[config.mk]
export PLATFORM = sky130hd
export DESIGN_NAME = eth_tx_sched
export DESIGN_NICKNAME = d
export VERILOG_FILES = /design/src/rtl/eth_pkg.sv /design/src/rtl/eth_arp_slot.sv /design/src/rtl/eth_tx_sched.sv
export SDC_FILE = /design/constraint.sdc
export NUM_CORES = 1
export LEC_CHECK = 0
export ABC_CLOCK_PERIOD_IN_PS = 1790
export CAP_MARGIN = 10
export CORE_MARGIN = 10
export CORE_UTILIZATION = 42
export DETAILED_ROUTE_END_ITERATION = 12
export PLACE_DENSITY = 0.91
export SYNTH_ARGS = -nofsm -noshare
export SYNTH_HDL_FRONTEND = slang
export SYNTH_SLANG_ARGS = --single-unit
export TNS_END_PERCENT = 5
[constraint.sdc]
create_clock -name clk -period 1.79 [get_ports clk]
set_input_delay 0.358 -clock clk [delete_from_list [all_inputs] [get_ports clk]]
set_output_delay 0.358 -clock clk [all_outputs]
set_load 0.01 [all_outputs]
[src/rtl/eth_pkg.sv]
// eth_pkg: shared types and constants for the Ethernet TX scheduler
package eth_pkg;

    typedef enum logic [1:0] {
        NONE     = 2'd0,
        ARP_REQ  = 2'd1,
        ARP_RESP = 2'd2,
        UDP      = 2'd3
    } pkt_type_t;

    typedef enum logic {
        TX_ARP = 1'b0,
        TX_UDP = 1'b1
    } tx_kind_t;

    typedef enum logic [1:0] {
        IDLE  = 2'd0,
        GRANT = 2'd1,
        BUSY  = 2'd2,
        IFG   = 2'd3
    } sched_state_t;

    localparam logic [10:0] ARP_FRAME_LEN = 11'd28;

    // An ARP request asks for our reply only when its target IP is ours
    function automatic logic arp_hit(
        input logic [1:0]  pkt_type,
        input logic [31:0] tpa,
        input logic [31:0] self_ip
    );
        return (pkt_type_t'(pkt_type) == ARP_REQ) && (tpa == self_ip);
    endfunction

endpackage

[src/rtl/eth_arp_slot.sv]
// eth_arp_slot: one-entry holder for the pending ARP reply (requester MAC/IP)
module eth_arp_slot
    import eth_pkg::*;
(
    input  logic        clk,
    input  logic        rst_n,
    input  logic [1:0]  i_rx_pkt_type,
    input  logic [31:0] i_rx_tpa,
    input  logic [31:0] i_self_ip,
    input  logic [47:0] i_rx_sha,
    input  logic [31:0] i_rx_spa,
    input  logic        i_consume,
    output logic        o_valid,
    output logic [47:0] o_sha,
    output logic [31:0] o_spa,
    output logic        o_drop
);

    logic load;

    assign load = arp_hit(i_rx_pkt_type, i_rx_tpa, i_self_ip);

    // A new request always lands in the slot; consume only empties it when nothing arrives
    always_ff @(posedge clk or negedge rst_n) begin
        if (!rst_n) begin
            o_valid <= 1'b0;
            o_sha   <= '0;
            o_spa   <= '0;
        end else if (load) begin
            o_valid <= 1'b1;
            o_sha   <= i_rx_sha;
            o_spa   <= i_rx_spa;
        end else if (i_consume) begin
            o_valid <= 1'b0;
        end
    end

    // Overwriting a reply that is not being granted this cycle loses it
    always_comb begin
        o_drop = load && o_valid && !i_consume;
    end

endmodule

[src/rtl/eth_tx_sched.sv]
// eth_tx_sched: ARP-first TX framer arbiter with streak limit, timeout and IFG (stats: ETH_TX_STATS_EN)
module eth_tx_sched
    import eth_pkg::*;
#(
    parameter int IFG_CYCLES     = 12,
    parameter int TX_TIMEOUT     = 2048,
    parameter int MAX_ARP_STREAK = 4
) (
    input  logic        clk,
    input  logic        rst_n,
    input  logic [47:0] i_self_mac,
    input  logic [31:0] i_self_ip,
    input  logic [1:0]  i_rx_pkt_type,
    input  logic [47:0] i_rx_sha,
    input  logic [31:0] i_rx_spa,
    input  logic [31:0] i_rx_tpa,
    input  logic        i_udp_req,
    input  logic [47:0] i_udp_dst_mac,
    input  logic [31:0] i_udp_dst_ip,
    input  logic [10:0] i_udp_len,
    output logic        o_udp_gnt,
    output logic        o_tx_start,
    output logic        o_tx_kind,
    output logic [47:0] o_tx_dst_mac,
    output logic [31:0] o_tx_dst_ip,
    output logic [10:0] o_tx_len,
    input  logic        i_tx_done,
    output logic        o_busy,
    output logic        o_arp_drop,
`ifdef ETH_TX_STATS_EN
    output logic [15:0] o_arp_cnt,
    output logic [15:0] o_udp_cnt,
    output logic [7:0]  o_to_cnt,
`endif
    output logic        o_timeout
);

    localparam int TW = (TX_TIMEOUT > 1) ? $clog2(TX_TIMEOUT) : 1;
    localparam int IW = (IFG_CYCLES > 1) ? $clog2(IFG_CYCLES) : 1;
    localparam int SW = $clog2(MAX_ARP_STREAK + 1);
    localparam logic [TW-1:0] TIMER_LAST = TW'(TX_TIMEOUT - 1);
    localparam logic [IW-1:0] IFG_LAST   = IW'((IFG_CYCLES > 0) ? IFG_CYCLES - 1 : 0);
    localparam logic [SW-1:0] STREAK_MAX = SW'(MAX_ARP_STREAK);

    sched_state_t  state, state_d;
    tx_kind_t      kind;
    logic [TW-1:0] timer;
    logic [IW-1:0] ifg_cnt;
    logic [SW-1:0] arp_streak;
    logic          slot_valid;
    logic [47:0]   slot_sha;
    logic [31:0]   slot_spa;
    logic          arp_cand, udp_cand, pick;
    logic          arp_grant, udp_grant;
    logic          timer_last, ifg_last;
    logic          unused_self_mac;

    // The framer takes its source MAC straight from the shared self address
    assign unused_self_mac = ^i_self_mac;

    eth_arp_slot u_slot (
        .clk           (clk),
        .rst_n         (rst_n),
        .i_rx_pkt_type (i_rx_pkt_type),
        .i_rx_tpa      (i_rx_tpa),
        .i_self_ip     (i_self_ip),
        .i_rx_sha      (i_rx_sha),
        .i_rx_spa      (i_rx_spa),
        .i_consume     (arp_grant),
        .o_valid       (slot_valid),
        .o_sha         (slot_sha),
        .o_spa         (slot_spa),
        .o_drop        (o_arp_drop)
    );

    // ARP wins unless UDP has already been starved for MAX_ARP_STREAK grants
    assign arp_cand   = slot_valid && (!i_udp_req || arp_streak < STREAK_MAX);
    assign udp_cand   = !arp_cand && i_udp_req;
    assign pick       = (state == IDLE) && (arp_cand || udp_cand);
    assign arp_grant  = (state == GRANT) && (kind == TX_ARP);
    assign udp_grant  = (state == GRANT) && (kind == TX_UDP);
    assign timer_last = timer == TIMER_LAST;
    assign ifg_last   = ifg_cnt == IFG_LAST;
    assign o_tx_kind  = kind;

    // State register
    always_ff @(posedge clk or negedge rst_n) begin
        if (!rst_n)
            state <= IDLE;
        else
            state <= state_d;
    end

    // Next-state logic; done beats a timeout landing in the same cycle
    always_comb begin
        state_d = state;
        case (state)
            IDLE:    state_d = pick ? GRANT : IDLE;
            GRANT:   state_d = BUSY;
            BUSY:    state_d = (i_tx_done || timer_last) ? ((IFG_CYCLES == 0) ? IDLE : IFG) : BUSY;
            IFG:     state_d = ifg_last ? IDLE : IFG;
            default: state_d = IDLE;
        endcase
    end

    // Output decode
    always_comb begin
        o_tx_start = state == GRANT;
        o_udp_gnt  = udp_grant;
        o_busy     = state != IDLE;
        o_timeout  = (state == BUSY) && !i_tx_done && timer_last;
    end

    // BUSY watchdog and IFG counter both restart from zero on every entry
    always_ff @(posedge clk or negedge rst_n) begin
        if (!rst_n) begin
            timer   <= '0;
            ifg_cnt <= '0;
        end else begin
            timer   <= (state == BUSY) ? timer + TW'(1) : '0;
            ifg_cnt <= (state == IFG) ? ifg_cnt + IW'(1) : '0;
        end
    end

    // Frame descriptor is captured at the pick and held for the whole frame
    always_ff @(posedge clk or negedge rst_n) begin
        if (!rst_n) begin
            kind         <= TX_ARP;
            o_tx_dst_mac <= '0;
            o_tx_dst_ip  <= '0;
            o_tx_len     <= '0;
        end else if (pick) begin
            kind         <= arp_cand ? TX_ARP : TX_UDP;
            o_tx_dst_mac <= arp_cand ? slot_sha : i_udp_dst_mac;
            o_tx_dst_ip  <= arp_cand ? slot_spa : i_udp_dst_ip;
            o_tx_len     <= arp_cand ? ARP_FRAME_LEN : i_udp_len;
        end
    end

    // Consecutive ARP grants, saturating; any UDP grant resets the streak
    always_ff @(posedge clk or negedge rst_n) begin
        if (!rst_n)
            arp_streak <= '0;
        else
            arp_streak <= udp_grant ? '0 :
                          (arp_grant && arp_streak != STREAK_MAX) ? arp_streak + SW'(1) : arp_streak;
    end

`ifdef ETH_TX_STATS_EN
    // Grant counters wrap; the timeout counter sticks at its maximum
    always_ff @(posedge clk or negedge rst_n) begin
        if (!rst_n) begin
            o_arp_cnt <= '0;
            o_udp_cnt <= '0;
            o_to_cnt  <= '0;
        end else begin
            o_arp_cnt <= o_arp_cnt + 16'(arp_grant);
            o_udp_cnt <= o_udp_cnt + 16'(udp_grant);
            o_to_cnt  <= (o_timeout && o_to_cnt != 8'hFF) ? o_to_cnt + 8'd1 : o_to_cnt;
        end
    end
`endif

endmodule

* Yosys cells after proc, flatten, opt, wreduce, memory -nomap -nowiden
Index checks and enable logic that the tools add are counted.
Word-level totals: register bits 193, bits in latches 0, memory bits (writable) 0, memory bits (read-only) 0, output and inout bits 97, word-level logic and storage cells 60, memories kept 0
Cells by class: add/sub/neg operators 3, multiply operators 0, divide/modulo/power cells 0, $lt $le $gt $ge 1, eq/ne operators 8, shift operators 0, mux-type cells 14, bitwise logic cells 1, reductions and logical operators 22
Operator list (number):
- $mux W48 | 1
- $eq A32 B32 Y1 | 1
- $mux W32 | 1
- $mux W11 | 2
- $add A11 B1 Y11 const B | 1
- $eq A11 B11 Y1 const B | 1
- $logic_and A1 B1 Y1 | 11
- $pmux W2 S4 | 1
- $mux W3 | 2
- $reduce_bool A2 Y1 | 3
- $mux W1 | 5
- $add A4 B1 Y4 const B | 1
- $eq A2 B1 Y1 const B | 2
- $eq A2 B2 Y1 const B | 2
- $eq A4 B4 Y1 const B | 1
- $logic_not A1 Y1 | 4
- $mux W4 | 1
- $add A3 B1 Y3 const B | 1
- $logic_or A1 B1 Y1 | 3
- $lt A3 B3 Y1 const B | 1
- $ne A3 B3 Y1 const B | 1
- $logic_not A2 Y1 | 1
- $mux W2 | 1
- $not A1 Y1 | 1

* Logic depth before layout (Yosys ltp)
Gate-level depths: netlist of run 1.
depth in word-level cells 9, mapped depth 7, gate-level depth less buffers 5

* Modules after synthesis
Synthesis of run 1 repeated with hierarchy kept, for this count alone.
Unflattened totals: cell total of the unflattened synthesis 694, area, all modules 9008.6 um^2
Modules (own cells, without submodules):
- eth_tx_sched | instances 1, cells each 475, area each 5223.8 um^2, seq. area each 2802.7 um^2
- eth_arp_slot | instances 1, cells each 219, area each 3784.9 um^2, seq. area each 2026.9 um^2

* Worst setup path after synthesis of run 1
Ideal clock, no wire load.
path kind input to register, start input port i_self_ip[8], end register u_slot.o_sha[0], setup time 125 ps, arrival time 1752 ps, data required time 1665 ps, setup slack -87 ps, stages on the path 7, cells stage by stage xnor2_1 nand4_1 nor4_2 and4_1 buf_6 buf_12 mux2_4
On the way: word-level cells in the longest chain between the ends 2
Ends and longest elaborated chain:
- start, declared | RTL line eth_tx_sched.sv:12 | input logic [31:0] i_self_ip,
- $eq A32 B32 Y1 | RTL line eth_pkg.sv:31 | return (pkt_type_t'(pkt_type) == ARP_REQ) && (tpa == self_ip);
- $logic_and A1 B1 Y1 | RTL line eth_pkg.sv:31
- end signal, assigned | RTL line eth_arp_slot.sv:31 | o_sha <= i_rx_sha;
- end, declared | RTL line eth_arp_slot.sv:14 | output logic [47:0] o_sha,
No other way between the ends. A chain may end at the register's enable or synchronous reset.

* Final worst setup path of run 1
start register timer[0], end output port o_timeout
On the way: word-level cells in the longest chain between the ends 2
Ends and longest elaborated chain:
- start, declared | RTL line eth_tx_sched.sv:47 | logic [TW-1:0] timer;
- start signal, assigned | RTL line eth_tx_sched.sv:120 | timer <= (state == BUSY) ? timer + TW'(1) : '0;
- $eq A11 B11 Y1 | RTL line eth_tx_sched.sv:82 | assign timer_last = timer == TIMER_LAST;
- $logic_and A1 B1 Y1 | RTL line eth_tx_sched.sv:111 | o_timeout = (state == BUSY) && !i_tx_done && timer_last;
- end, declared | RTL line eth_tx_sched.sv:35 | output logic o_timeout
No other way between the ends.

==> results.md, run 1 <==
| Quantity | This run | Unit |
| --- | --- | --- |
| Initial antenna violation count | 1 | - |
| Maximum number of pins on one net before global-route repair | 56 | - |
| Clock tree root driver cell | clkbuf_16 | - |
| Die Height | 164 | um |
| Leak pwr | 0.00606 | uW |
| HPWL after DPL | 20.9 | mm |
| Fraction of post-synthesis cell area in the top cell type by area | 55.1 | % |
| Setup slack of the critical path after layout | -0.126 | ns |
| Transition time of the tightest slew-check pin | 0.331 | ns |
| Wirelength per Cell | 20.2 | um |
| Chip Width | 164 | um |
| Buffers on Ports | 337 | - |
| Share of flip-flops with an asynchronous set or reset | 100 | % |
| Startpoint kind of the worst setup timing path | flop | - |
| Met2 Resource Use GR | 34.7 | % |
| Met1 track utilization from global routing | 22.4 | % |
| Netlist area before placement | 8760 | sq um |
| Library cells used by synthesis | 37 | - |
| Yosys top cell by area | dfrtp_1 | - |
| Insertion delay to the later sink of the worst-skew pair | 0.43 | ns |
| Placement row count | 52 | - |
| Number of remaining DRC errors | 0 | - |
| Fraction of the cycle the final worst path needs | 107 | % |
| Critical R2R Launch | u_slot.o_valid | - |
| Number of synthesized flops with an enable pin | 0 | - |
| Number of cells on the worst reg-to-reg path | 6 | - |
| Data arrival time at the worst-slack endpoint | 1.56 | ns |
| Fin area | 13500 | sq um |
| Core Footprint | 20400 | sq um |
| Warning count from the yosys run | 0 | - |
| Number of instances in the synthesized netlist | 688 | - |
| Maximum VDD drop | 0.000568 | V |
| Number of global-route vias before repair | 7444 | - |
| DIE AREA | 27000 | sq um |
| Number of CTS-inserted buffers | 17 | - |
| Result of the run | finished with violations | - |
| Violated checks | negative setup slack | - |
| Register clock-pin slew on the reported worst setup and hold paths | 0.08 | ns |
| Fmax | 522 | MHz |
| Global-route wire length before repair | 41.7 | mm |
| Sum of routed wire length over all layers | 27.6 | mm |
| Residual overflow from global routing | 0 | - |
| Number of setup violations in the final report | 66 | - |
| CP Max Fanout | 2 | - |
| Count of endpoints failing hold in the final timing report | 0 | - |
| Category of the critical setup timing path | reg -> out | - |
| Busiest layer in global routing | met2 | - |
| Leading cell type by number of instances after synthesis | dfrtp_1 | - |
| Predominant post-synthesis flop cell | dfrtp_1 | - |
| Clock tree skew after final layout | 0.0150 | ns |
| I/O pin total | 386 | - |
| Critical Path RT | 1.43 | ns |
| Area post-placement | 12800 | sq um |
| Syn Nets | 981 | - |
| Synthesized area per cell | 12.7 | sq um |
| Endpoint type of the worst setup path | output port | - |
| First-iteration detailed-routing DRC count | 399 | - |
| Max cap viols | 0 | - |
| First-pass iteration count of the detailed router | 7 | - |
| Gp weighted congestion | 0.849 | - |
| Top cells by count, synth | dfrtp_1 (193), nand2_1 (88), o21ai_0 (83) | - |
| Final count of pins violating max slew | 0 | - |
| GR met3 Demand/Resource | 5.65 | % |
| Clock tree from TritonCTS | done | - |
| Post-layout minimum cycle time | 1.92 | ns |
| Flops & latches, synth | 193 | - |
| Area added between synthesis and finish | 54.6 | % |
| Class of the most critical hold timing path | in -> async | - |
| Fraction of final layout cells with drive strength greater than 1 | 21.1 | % |
| NumNets Final | 1369 | - |
| Ratio of total power to cell area | 929 | nW/um^2 |
| Sequential fraction of the synthesis area | 55.1 | % |
| Effective utilization at floorplan | 43.0 | % |
| Number of sinks handled by clock tree synthesis | 193 | - |
| Worst relative slew slack | 78.0 | % |
| Post-Route Hold Slack | 0.410 | ns |
| Global-route total usage across every layer | 19.8 | % |
| Vias post-DR | 6698 | - |
| Buffers from clock root to sink, at most | 2 | - |
| Mean number of vias per cell | 4.91 | - |
| Unrepaired setup endpoints after global routing | yes | - |
| Cell types with the largest area share after synthesis | dfrtp_1 (55%), mux2_4 (14%), mux2i_1 (9.1%), o21ai_0 (4.7%), nand2_1 (3.8%) | - |
| Post-route antenna net violation count | 0 | - |
| Critical Path Source | timer[0] | - |
| H-tree depth | 4 | - |
-- worst paths after layout --
kind | to | slack, ns
min | u_slot.o_sha[0] | 0.41
min reg2reg | o_tx_dst_mac[35] | 0.48
max reg2reg | o_tx_dst_mac[31] | 0.14
max in group asynchronous | o_tx_kind | 0.77
max | o_timeout | -0.13
min in group clk | u_slot.o_valid | 0.42
-- critical path, cell delays in order (launching register included) --
cell and delay, ns:
dfrtp_1 0.37, ha_2 0.19, and2_4 0.14, nand4_1 0.14, nor3_2 0.14, buf_2 0.16
-- area by class of cell --
class	count	area [sq um]
well taps	270	338
inverters	7	26.3
clock inverters	14	160
flip-flops and latches	193	4830
clock buffers	18	429
repair buffers	406	3990
multi-input cells	451	3760
diodes	4	10.0
fillers	1483	6830
-- power by group --
group / switching [uW] / internal, uW / total (uW)
logic: 1360 / 1920 / 3280
registers: 417 / 5050 / 5460
clock network: 1830 / 2000 / 3830
total: 3610 / 8970 / 12600
-- kinds of logic after synthesis --
kind of cell	synth area share, %
AOI/OAI and AO/OA	6.60
xor gates and xnor gates	4.20
adders and majority gates	0.571
buffers and inverters	3.57
DFF	55.1
muxes	22.9
and+or+nand+nor	7.06
-- placed cells by master, fill, tap and decap left out, types with 8 or more instances in the layout --
cell type,synthesis,final
xnor2_1,32,23
buf_12,8,11
buf_4,0,51
dfrtp_1,193,193
mux2_4,80,80
nand2_1,88,87
mux2i_1,80,80
dlygate4sd2_1,0,40
a22o_1,8,8
buf_2,8,12
xor2_1,10,10
clkbuf_16,0,19
nor2_1,21,19
nand4_1,10,10
o21ai_0,83,83
xnor2_2,0,8
clkdlybuf4s50_1,0,259
-- routing by layer --
layer	vias to the layer above	part of all wire (%)
met3	36	6.2
met4	0	2.3
li1	3154	-
met2	204	53
met1	3304	38
met5	-	0
-- sequential cells by signal (all words and copies together), names as in the netlist --
register        count
o_tx_len           11
arp_streak          3
state               2
u_slot.o_valid      1
o_tx_kind           1
o_tx_dst_mac       48
ifg_cnt             4
u_slot.o_spa       32
o_tx_dst_ip        32
u_slot.o_sha       48
timer              11
-- what timing repair did --
| action | in CTS | in global routing |
|---|---|---|
| gates resized for setup | 148 | 26 |
| endpoints found under the hold margin | 32 | 0 |
| pin swaps | 33 | 10 |
| hold buffers | 1 | 0 |
| setup buffers | 5 | 3 |
| cloned | 0 | 2 |
| endpoints found under the setup margin | 88 | 87 |
-- per-stage QoR --
step / util (%) / power (uW) / worst slack [ns] / TNS, ns / std cells
after detailed placement: 63.0 / 8870 / -0.890 / -74.11 / 1316
after global routing: 66.4 / 13200 / -0.236 / -5.67 / 1360
final: 66.5 / 12600 / -0.126 / -3.22 / 1363
after floorplan: - / 6520 / -0.0536 / -4.29 / 688
after global placement: 63.0 / 8720 / -0.893 / -70.50 / 1316
after CTS: 66.1 / 12700 / -0.166 / -1.38 / 1354
(Power assumes the default switching activity.)
==> run 2: changes to the inputs <==
--- a/config.mk
+++ b/config.mk
@@ -7,10 +7,11 @@
 export LEC_CHECK = 0
 export ABC_CLOCK_PERIOD_IN_PS = 1790
 export CAP_MARGIN = 10
-export CORE_MARGIN = 10
-export CORE_UTILIZATION = 42
+export CORE_AREA = 10 10 140 142
 export DETAILED_ROUTE_END_ITERATION = 12
-export PLACE_DENSITY = 0.91
+export DIE_AREA = 0 0 150 152
+export DONT_BUFFER_PORTS = 1
+export PLACE_DENSITY = 0.78
 export SYNTH_ARGS = -nofsm -noshare
 export SYNTH_HDL_FRONTEND = slang
 export SYNTH_SLANG_ARGS = --single-unit
==> run 2 against run 1 <==
Compared with the run above: the flow finishes with violations (negative hold slack, negative setup slack); critical path type is now in -> out; largest power group unchanged; clock power down 1%; final cell count down 31%; die area down 16%; non-clock buffer count down 374.
==> results.md, run 2 (same netlist as run 1, synthesis figures left out) <==
| Quantity | This run | Unit | Delta |
| --- | --- | --- | --- |
| Result of the run | finished with violations | - |  |
| Violated checks | negative hold slack, negative setup slack | - |  |
| Insertion delay to the later sink of the worst-skew pair | 0.43 | ns | about the same |
| Initial antenna violation count | 0 | - | -1 |
| NumNets Final | 995 | - | -27% |
| CP Max Fanout | 2 | - | unchanged |
| Post-layout minimum cycle time | 1.90 | ns | -0.0153 ns |
| Post-route antenna net violation count | 0 | - | unchanged |
| Vias post-DR | 5394 | - | -19% |
| HPWL after DPL | 18.1 | mm | -13% |
| Gp weighted congestion | 0.871 | - | +2.6% |
| Sum of routed wire length over all layers | 23.7 | mm | -14% |
| Category of the critical setup timing path | in -> out | - |  |
| Number of sinks handled by clock tree synthesis | 193 | - | unchanged |
| Post-Route Hold Slack | -0.376 | ns | -0.787 ns |
| Mean number of vias per cell | 5.73 | - | +17% |
| Number of global-route vias before repair | 6120 | - | -18% |
| Area added between synthesis and finish | 12.3 | % |  |
| Leading cell type in the layout, fill and taps excluded | dfrtp_1 | - |  |
| Clock tree from TritonCTS | done | - |  |
| Endpoint type of the worst setup path | output port | - |  |
| Chip Width | 150 | um | -8.8% |
| Commonest non-fill, non-tap cells in the layout | dfrtp_1 (193), nand2_1 (87), o21ai_0 (82) | - |  |
| Placement row count | 48 | - | -7.7% |
| Cell with the largest stage delay on the worst path | nor4_4 | - |  |
| Maximum number of pins on one net before global-route repair | 194 | - | +250% |
| H-tree depth | 4 | - | unchanged |
| Data arrival time at the worst-slack endpoint | 1.54 | ns | -0.02 ns |
| First-iteration detailed-routing DRC count | 306 | - | -23% |
| Max cap viols | 0 | - | unchanged |
| Unrepaired setup endpoints after global routing | yes | - |  |
| Number of CTS-inserted buffers | 17 | - | unchanged |
| Die Height | 152 | um | -7.5% |
| Residual overflow from global routing | 0 | - | unchanged |
| First-pass iteration count of the detailed router | 6 | - | -1 |
| Crit path cell chain | xnor2_4, nand4_1, nor4_4, buf_4, nand4_1, nor2_1, buf_4 | - |  |
| Startpoint kind of the worst setup timing path | input pin | - |  |
| Critical Path RT | 1.43 | ns | about the same |
| Core Footprint | 16900 | sq um | -17% |
| Number of setup violations in the final report | 2 | - | -97% |
| I/O pin total | 386 | - | unchanged |
| Buffers from clock root to sink, at most | 2 | - | unchanged |
| Maximum VDD drop | 0.000615 | V | +8.2% |
| Registers with the most flip-flops | o_tx_dst_mac: 48 flops, u_slot.o_sha: 48 flops | - |  |
| Clock tree skew after final layout | 0.0106 | ns | -0.00434 ns |
| Number of remaining DRC errors | 0 | - | unchanged |
| Fmax | 526 | MHz | +0.80% |
| DIE AREA | 22800 | sq um | -16% |
| Global-route wire length before repair | 36.0 | mm | -14% |
| Ratio of total power to cell area | 1090 | nW/um^2 | +18% |
| Effective utilization at floorplan | 51.7 | % | +8.7 points |
| Transition time of the tightest slew-check pin | 0.511 | ns | +0.180 ns |
| Buffers on Ports | 0 | - | -100% |
| Class of the most critical hold timing path | in -> async | - |  |
| Number of buffer and inverter instances along the worst setup path | 2 | - | +1 |
| Fraction of the cycle the final worst path needs | 106 | % | -0.85 points |
| Number of filler instances in the final layout | 1334 | - | -10% |
| Worst relative slew slack | 65.9 | % | -12 points |
| Count of endpoints failing hold in the final timing report | 193 | - | +193 |
| Global-route total usage across every layer | 20.5 | % | +0.68 points |
| Cell family contributing the most delay on the critical path | simple AND/OR/NAND/NOR gates | - |  |
| Setup slack of the critical path after layout | -0.111 | ns | +0.0153 ns |
| Leak pwr | 0.00437 | uW | -28% |
| Crit-path max cell delay | 0.32 | ns | -0.05 ns |
| Fraction of final layout cells with drive strength greater than 1 | 23.5 | % | +2.4 points |
| Register clock-pin slew on the reported worst setup and hold paths | 0.07 | ns | about the same |
| Clock tree root driver cell | clkbuf_16 | - |  |
| Wirelength per Cell | 25.2 | um | +25% |
| Power Total | 10800 | uW | -14% |
| Final count of pins violating max slew | 0 | - | unchanged |
==> run 2: cell count changes in the layout (fill, tap and decap cells not counted), sizes merged <==
cell           previous run  this run
clkdlybuf4s50           259         0
inv                      16        13
clkinvlp                  1         2
dlygate4sd2              40         0
clkdlybuf4s15             7         0
dlygate4sd3               1         0
buf                      82        32
diode                     4         1
dlymetal6s2s              7         0
clkbuf                   28        19
clkinv                    3         4
==> run 2: path summary, 6_finish.rpt <==
path / start / endpoint / slack, ns / depth (start not counted)
max: i_self_ip[28] / o_arp_drop / -0.11 / 7
min: rst_n / u_slot.o_spa[22] / -0.38 / 0
max reg2reg: u_slot.o_valid / o_tx_dst_mac[11] / 0.12 / 5
min reg2reg: ifg_cnt[0] / ifg_cnt[0] / 0.48 / 1
max in group asynchronous: rst_n / u_slot.o_sha[15] / 1.80 / 0
min in group clk: i_udp_len[2] / o_tx_len[2] / 0.05 / 1
==> run 2: worst reg2reg max path: stages, from the launching register on <==
cell	delay (ns)
dfrtp_1	0.46
a21boi_4	0.30
buf_12	0.21
buf_12	0.20
mux2i_1	0.26
o21ai_0	0.11
==> run 2: where the power goes <==
group	internal (uW)	leakage, uW	switching, uW	total [uW]
combinational	500	0.00143	502	1000
sequential	5050	0.00266	917	5960
clock	2050	0.000289	1740	3790
total	7600	0.00437	3160	10800
==> run 2: through the flow <==
step	cell area (sq um)	setup WS, ns	cells	TNS [ns]	utilization (%)
3_3_place_gp	9070	-0.286	899	-20.07	53.5
3_5_place_dp	9070	-0.347	899	-24.59	53.5
4_1_cts	9750	-0.141	940	-0.259	57.6
2_1_floorplan	8790	-0.0536	688	-4.29	-
5_1_grt	9830	-0.237	940	-0.422	58.1
6_report	9830	-0.111	941	-0.214	58.1
==> run 2: per-layer routing <==
metal  track usage (%)  vias up  share of wire [%]
met3              6.83       43                8.9
met1              21.2     2681                 35
met5                 0        -                  0
met2              36.6      255                 53
li1                  -     2415                  -
met4              8.61        0                3.1
==> run 2: layout make-up <==
| type | instances | area (sq um) | share of cell area (%) |
|---|---|---|---|
| antenna | 1 | 2.50 | 0.0254 |
| clock buffer | 19 | 453 | 4.61 |
| tap | 225 | 282 | 2.86 |
| multi-input combinational | 451 | 3760 | 38.3 |
| clock inverter | 13 | 144 | 1.46 |
| inverter | 7 | 28.8 | 0.293 |
| timing repair buffer | 32 | 332 | 3.37 |
| sequential | 193 | 4830 | 49.1 |
==> run 2: timing repair <==
| item | 4_1_cts | 5_1_grt |
|---|---|---|
| endpoints found under the setup margin | 3 | 12 |
| hold endpoints to repair | 193 | 193 |
| pin swaps | 4 | 7 |
| setup buffers | 9 | 0 |
| gates resized for setup | 9 | 11 |
